## src/rtl/im_loader_if.sv

```systemverilog
// Byte-stream / IM write-port / status bundle of the program loader.
// master = byte source and status consumer, slave = the loader itself.
interface im_loader_if #(
  parameter int ADDR_WIDTH = 10
);
  logic                  start;
  logic                  byte_valid;
  logic [7:0]            byte_data;
  logic                  byte_ready;
  logic                  im_en_write;
  logic [ADDR_WIDTH-1:0] im_address;
  logic [15:0]           im_data_in;
  logic                  cpu_reset;
  logic                  busy;
  logic                  done;
  logic                  error;

  modport master (
    output start, byte_valid, byte_data,
    input  byte_ready, im_en_write, im_address, im_data_in,
    input  cpu_reset, busy, done, error
  );

  modport slave (
    input  start, byte_valid, byte_data,
    output byte_ready, im_en_write, im_address, im_data_in,
    output cpu_reset, busy, done, error
  );
endinterface

```

## src/rtl/im_loader.sv

```systemverilog
// Instruction-memory program loader: parses a framed byte stream
// (16-bit big-endian word count, big-endian words, XOR checksum), writes
// the words to consecutive IM addresses and keeps the CPU in reset until
// a verified image is present.
module im_loader #(
  parameter int ADDR_WIDTH = 10,
  parameter int BASE_ADDR  = 0
) (
  input logic      clk,
  input logic      reset,
  im_loader_if.slave bus
);

  typedef enum logic [3:0] {
    S_IDLE, S_LEN_HI, S_LEN_LO, S_DATA_HI, S_DATA_LO,
    S_WRITE, S_CHECK, S_DONE, S_ERROR
  } state_t;

  // Capacity in words; a 17-bit compare so count = 2^ADDR_WIDTH is legal.
  localparam logic [16:0]           CAP  = 17'(1) << ADDR_WIDTH;
  localparam logic [ADDR_WIDTH-1:0] BASE = ADDR_WIDTH'(BASE_ADDR);

  state_t                r_state;
  logic [7:0]            r_len_hi;
  logic [16:0]           r_count;
  logic [ADDR_WIDTH-1:0] r_addr;
  logic [15:0]           r_data;
  logic [7:0]            r_csum;
  logic                  r_en_write;
  logic                  r_cpu_reset;
  logic                  r_done;
  logic                  r_error;

  logic                  w_ready;
  logic                  w_idle_like;
  logic                  w_take;
  logic [16:0]           w_len;

  // Handshake and busy are decoded from the registered state only.
  always_comb begin
    w_ready     = (r_state == S_LEN_HI)  || (r_state == S_LEN_LO) ||
                  (r_state == S_DATA_HI) || (r_state == S_DATA_LO) ||
                  (r_state == S_CHECK);
    w_idle_like = (r_state == S_IDLE) || (r_state == S_DONE) ||
                  (r_state == S_ERROR);
    w_take      = w_ready && bus.byte_valid;
    w_len       = {1'b0, r_len_hi, bus.byte_data};
  end

  // Frame parser, write-pulse generator and status flags.
  always_ff @(posedge clk or posedge reset) begin
    if (reset) begin
      r_state     <= S_IDLE;
      r_len_hi    <= 8'h00;
      r_count     <= 17'd0;
      r_addr      <= BASE;
      r_data      <= 16'h0000;
      r_csum      <= 8'h00;
      r_en_write  <= 1'b0;
      r_cpu_reset <= 1'b1;
      r_done      <= 1'b0;
      r_error     <= 1'b0;
    end else begin
      unique case (r_state)
        S_IDLE, S_DONE, S_ERROR: begin
          if (bus.start) begin
            r_state     <= S_LEN_HI;
            r_done      <= 1'b0;
            r_error     <= 1'b0;
            r_csum      <= 8'h00;
            r_addr      <= BASE;
            r_cpu_reset <= 1'b1;
          end
        end
        S_LEN_HI: begin
          if (w_take) begin
            r_len_hi <= bus.byte_data;
            r_csum   <= r_csum ^ bus.byte_data;
            r_state  <= S_LEN_LO;
          end
        end
        S_LEN_LO: begin
          if (w_take) begin
            r_count <= w_len;
            r_csum  <= r_csum ^ bus.byte_data;
            if (w_len > CAP) begin
              r_state <= S_ERROR;
              r_error <= 1'b1;
            end else if (w_len == 17'd0) begin
              r_state <= S_CHECK;
            end else begin
              r_state <= S_DATA_HI;
            end
          end
        end
        S_DATA_HI: begin
          if (w_take) begin
            r_data[15:8] <= bus.byte_data;
            r_csum       <= r_csum ^ bus.byte_data;
            r_state      <= S_DATA_LO;
          end
        end
        S_DATA_LO: begin
          if (w_take) begin
            r_data[7:0] <= bus.byte_data;
            r_csum      <= r_csum ^ bus.byte_data;
            r_en_write  <= 1'b1;
            r_state     <= S_WRITE;
          end
        end
        S_WRITE: begin
          // Address/data held through this cycle; advance once the pulse ends.
          r_en_write <= 1'b0;
          r_addr     <= r_addr + 1'b1;
          r_count    <= r_count - 17'd1;
          r_state    <= (r_count == 17'd1) ? S_CHECK : S_DATA_HI;
        end
        S_CHECK: begin
          if (w_take) begin
            if (bus.byte_data == r_csum) begin
              r_state     <= S_DONE;
              r_done      <= 1'b1;
              r_cpu_reset <= 1'b0;
            end else begin
              r_state     <= S_ERROR;
              r_error     <= 1'b1;
              r_cpu_reset <= 1'b1;
            end
          end
        end
        default: r_state <= S_IDLE;
      endcase
    end
  end

  assign bus.byte_ready  = w_ready;
  assign bus.busy        = ~w_idle_like;
  assign bus.im_en_write = r_en_write;
  assign bus.im_address  = r_addr;
  assign bus.im_data_in  = r_data;
  assign bus.cpu_reset   = r_cpu_reset;
  assign bus.done        = r_done;
  assign bus.error       = r_error;

endmodule
```

## src/flat_wrapper.sv

```systemverilog
// flat-port wrapper written by rule: the top's interface ports become plain ports
module im_loader_flat 
#(
  parameter int ADDR_WIDTH = 10,
  parameter int BASE_ADDR  = 0
)
  (clk, reset, bus_start, bus_byte_valid, bus_byte_data, bus_byte_ready, bus_im_en_write, bus_im_address, bus_im_data_in, bus_cpu_reset, bus_busy, bus_done, bus_error);
  im_loader_if #(.ADDR_WIDTH(ADDR_WIDTH)) bus_i ();
  input logic clk;
  input logic reset;
  input wire logic [$bits(bus_i.start)-1:0] bus_start;
  input wire logic [$bits(bus_i.byte_valid)-1:0] bus_byte_valid;
  input wire logic [$bits(bus_i.byte_data)-1:0] bus_byte_data;
  output wire logic [$bits(bus_i.byte_ready)-1:0] bus_byte_ready;
  output wire logic [$bits(bus_i.im_en_write)-1:0] bus_im_en_write;
  output wire logic [$bits(bus_i.im_address)-1:0] bus_im_address;
  output wire logic [$bits(bus_i.im_data_in)-1:0] bus_im_data_in;
  output wire logic [$bits(bus_i.cpu_reset)-1:0] bus_cpu_reset;
  output wire logic [$bits(bus_i.busy)-1:0] bus_busy;
  output wire logic [$bits(bus_i.done)-1:0] bus_done;
  output wire logic [$bits(bus_i.error)-1:0] bus_error;
  assign bus_i.start = bus_start;
  assign bus_i.byte_valid = bus_byte_valid;
  assign bus_i.byte_data = bus_byte_data;
  assign bus_byte_ready = bus_i.byte_ready;
  assign bus_im_en_write = bus_i.im_en_write;
  assign bus_im_address = bus_i.im_address;
  assign bus_im_data_in = bus_i.im_data_in;
  assign bus_cpu_reset = bus_i.cpu_reset;
  assign bus_busy = bus_i.busy;
  assign bus_done = bus_i.done;
  assign bus_error = bus_i.error;
  im_loader #(.ADDR_WIDTH(ADDR_WIDTH), .BASE_ADDR(BASE_ADDR)) u_core (.clk(clk), .reset(reset), .bus(bus_i));
endmodule
```

## config.mk

```make
export PLATFORM = sky130hd
export DESIGN_NAME = im_loader_flat
export DESIGN_NICKNAME = d
export VERILOG_FILES = /design/src/rtl/im_loader_if.sv /design/src/rtl/im_loader.sv /design/src/flat_wrapper.sv
export SDC_FILE = /design/constraint.sdc
export NUM_CORES = 1
export LEC_CHECK = 0
export ABC_CLOCK_PERIOD_IN_PS = 2700
export CORE_MARGIN = 2
export CORE_UTILIZATION = 55
export DETAILED_ROUTE_END_ITERATION = 16
export PLACE_DENSITY = 0.82
export REMOVE_ABC_BUFFERS = 1
export SLEW_MARGIN = 5
export SYNTH_ARGS = -nofsm -noshare
export SYNTH_HDL_FRONTEND = slang
export SYNTH_SLANG_ARGS = --single-unit
```

## constraint.sdc

```tcl
create_clock -name clk -period 2.7 [get_ports clk]
set_input_delay 0.27 -clock clk [delete_from_list [all_inputs] [get_ports clk]]
set_output_delay 0.27 -clock clk [all_outputs]
set_load 0.02 [all_outputs]
```

==> results by group <==
Timing
  • Max-slew violations: 0
  • Setup TNS: 0 ns
  • RSZ-0062 raised after global routing: false
  • Slew headroom: between 50% and 60%
  • Slew @ Worst Pin: between 0.6 and 0.7 ns
  • Min Tclk post-route: 2.523 ns
  • Fin. Hold Viols: 0
  • Clock Skews: approximately 0.0086 ns
  • # setup viols final: 0
  • Final cycle utilization of the critical path: roughly 93%
  • Max Clk Rate: 396.3 MHz
  • Final hold slack: roughly 0.28 ns

Routing
  • Detailed-route wire length: 8313 um
  • 1st-iter DRT viols: 210
  • Drt first pass iters: 5
  • Drt via density: slightly above 6
  • Total number of vias: 3032
  • Detail Route Antenna Nets: 0
  • Drt drc: 0
  • Per-cell routed wire length: 17.10 um

Clock network
  • Root Driver: clkbuf_8
  • Clk Latency, worst-skew pair: roughly 0.34 ns
  • Clk sinks: 67
  • CTS clk-pin slew, worst paths: ~0.08 ns
  • CTS hold repair buffers: 0
  • TritonCTS Buffers: 9
  • CTS max path bufs: 2
  • CTS tree: yes
  • # resized after CTS: 0
  • Postcts setup bufs: 0
  • H-tree levels: 3

Synthesis
  • Yosys cell types: 54
  • Number of enable flip-flop cells after synthesis: 0
  • Post-Syn Instances: 359
  • Register area share after synthesis: around half
  • Post-Syn Area: ~3400 um^2
  • Flops & latches, synth: between 60 and 70
  • Synth warnings: 0
  • Synth async-reset ratio: 100.0%
  • Average cell area after synthesis: approximately 9.6 um^2
  • Post-synth top flop: dfrtp_1

Cells and area
  • Multi-input gate area: roughly 1600 um^2
  • Register Area: approximately 1700 um^2
  • Final Cell Area: 4174 um^2
  • # fillers: 439
  • Layout cells sized above 1: around 16%
  • P&R area growth vs syn: 21.04%
  • # diodes: 0
  • Layout Utilization: a little over two thirds
  • Nets: between 400 and 500

Setup path
  • CP max FO: 17
  • Crit. path cell count: 3
  • Buf/Inv on CP: 1
  • Worst EP required: 2.43 ns
  • Worst r2r path cells: 6
  • Crit Path Class: reg -> out
  • Crit-path slowest cell: nor3_1
  • Crit path launch type: flip-flop
  • Data arrival, critical path: 2.25 ns
  • Crit path cell chain: nor3_1 > a211oi_1 > clkdlybuf4s50_1
  • Critical Path Max Stage Delay: approximately 0.65 ns
  • FF-to-FF setup slack: roughly 0.27 ns
  • Crit end category: primary output
  • Crit-path leading delay family: simple AND/OR/NAND/NOR gates

Pwr
  • Net Sw Frac: 39.98%
  • Worst-case vdd ir drop: between 0.7 and 0.8 mV
  • Comb pwr share: 41.7%
  • Int Power: between 2 and 3 mW
  • Pleak: ~1.7 nW
  • Sequential power share: about two fifths
  • Power share of the clock group: ~18%
  • NetSw: 1.761 mW
  • Power Density: approximately 1100 nW/um^2

Global route
  • Largest net degree at the start of global routing: 27
  • Overall routing resource usage: 25.66%
  • Vias in the first global route: 2937
  • Initial antenna violation count: 0
  • First-pass GRT wire length: around 14000 um
  • GRT Residual Overflow: 0

Placement
  • # port buffers: 43
  • Hpwl dp: between 5000 and 6000 um
  • Area post-placement: 3986 um^2
  • GP Congestion: between 0.8 and 0.9

Outcome
  • Status: completed

Floorplan
  • Top Ports: 44
  • Row count: 28
  • Die W: 83.18 um
  • Initial core utilization: 57.56%
  • Core ar.: 5991 um^2
  • Die Span Y: 83.18 um
  • Die area: a little under 7000 um^2

Job
  • Number of max-cap violations: 0

Hold path
  • Hold Crit Class: in -> async
layout make-up:
type / instances / share of cell area, %
clock buffer: 11 / 3.627
tap: 75 / 2.248
timing repair buffer: 58 / 13.01
inverter: 14 / 1.259
sequential: 67 / 40.20
multi-input combinational: 256 / 38.79
clock inverter: 5 / 0.8693
layer usage:
metal	routed length [um]	vias to the layer above	part of all wire (%)	track usage, %
li1	-	1399	-	-
met1	3626	1489	44	33.82
met2	3966	125	48	41.57
met3	522	19	6.3	5.765
met4	197	0	2.4	9.687
met5	0	-	0	0
worst reg2reg max path, cell delays in order (launching register included):
cell and delay, ns:
dfrtp_1 0.55, nor3_1 0.65, nor3_1 0.12, buf_4 0.21, nor2_1 0.45, a21oi_1 0.15
o22ai_1 0.20
power groups by stage:
stage	Clock, mW	Combinational [mW]	Sequential (mW)
2_1_floorplan	0	1.01	1.86
3_3_place_gp	0	1.75	1.76
3_5_place_dp	0	1.81	1.79
4_1_cts	0.792	1.84	1.77
5_1_grt	0.844	2.01	1.84
6_report	0.785	1.84	1.78
state kept, by name, summed over array words and instances (netlist names):
register	count
u_core.bus.cpu_reset	1
u_core.bus.done	1
u_core.bus.error	1
u_core.bus.im_address	10
u_core.bus.im_data_in	16
u_core.bus.im_en_write	1
u_core.r_count	17
u_core.r_csum	8
u_core.r_len_hi	8
u_core.r_state	4
cells in the mapped netlist, types with 8 or more instances:
cell,count,area (um^2)
o21ai_0,16,80.08
mux2_2,25,281.5
a21oi_1,19,95.09
nand3_1,22,110.1
xnor2_1,9,78.83
inv_1,14,52.55
nor4_1,9,56.30
o211ai_1,8,60.06
clkbuf_1,16,60.06
dfrtp_1,66,1652
nand2_1,46,172.7
nor2_1,23,86.33
cell usage in the layout (no fill, tap or decap), types with 6 or more instances in the layout:
| cell type | Yosys | layout |
|---|---|---|
| nor3_1 | 6 | 6 |
| buf_4 | 1 | 15 |
| o22ai_1 | 6 | 6 |
| clkdlybuf4s50_1 | 0 | 43 |
| o21ai_0 | 16 | 16 |
| nor2_1 | 23 | 23 |
| nand3_1 | 22 | 22 |
| dfrtp_1 | 66 | 66 |
| xnor2_1 | 9 | 9 |
| o211ai_1 | 8 | 8 |
| mux2_2 | 25 | 25 |
| a21oi_1 | 19 | 19 |
| nor4_1 | 9 | 9 |
| inv_1 | 14 | 13 |
| a31oi_1 | 6 | 6 |
| nand2_1 | 46 | 46 |
| clkbuf_8 | 0 | 11 |
final timing paths:
check                                                    from                                   end
worst min-delay path                                    reset  u_core.bus.im_data_in[5]$_DFFE_PP0P_
min in group clk                 u_core.bus.error$_DFFE_PP0P_          u_core.bus.error$_DFFE_PP0P_
worst min register to register   u_core.bus.error$_DFFE_PP0P_          u_core.bus.error$_DFFE_PP0P_
worst max register to register  u_core.r_state[1]$_DFFE_PP0P_          u_core.r_csum[5]$_DFFE_PP0P_
max in group asynchronous                               reset  u_core.bus.im_address[0]$_DFFE_PP0P_
worst max-delay path            u_core.r_state[1]$_DFFE_PP0P_                        bus_byte_ready
metrics by stage:
step / power [mW] / setup WS, ns / instances
after CTS: 4.403 / 0.1949 / 486
after global routing: 4.697 / 0.01109 / 486
after global placement: 3.506 / 0.5588 / 470
after detailed placement: 3.600 / 0.4195 / 470
final: 4.405 / 0.1765 / 486
after floorplan: 2.871 / 0.6332 / 337
logic make-up after synthesis:
| family | Yosys count | share of synthesized area [%] |
|---|---|---|
| AOI/OAI and AO/OA | 83 | 15.64 |
| adders and majority gates | 3 | 1.089 |
| xor gates and xnor gates | 9 | 2.286 |
| and+or+nand+nor | 136 | 19.78 |
| muxes | 25 | 8.164 |
| buffers and inverters | 36 | 4.391 |
| DFF | 67 | 48.66 |
No activity file was read; power rests on OpenSTA's default activity.
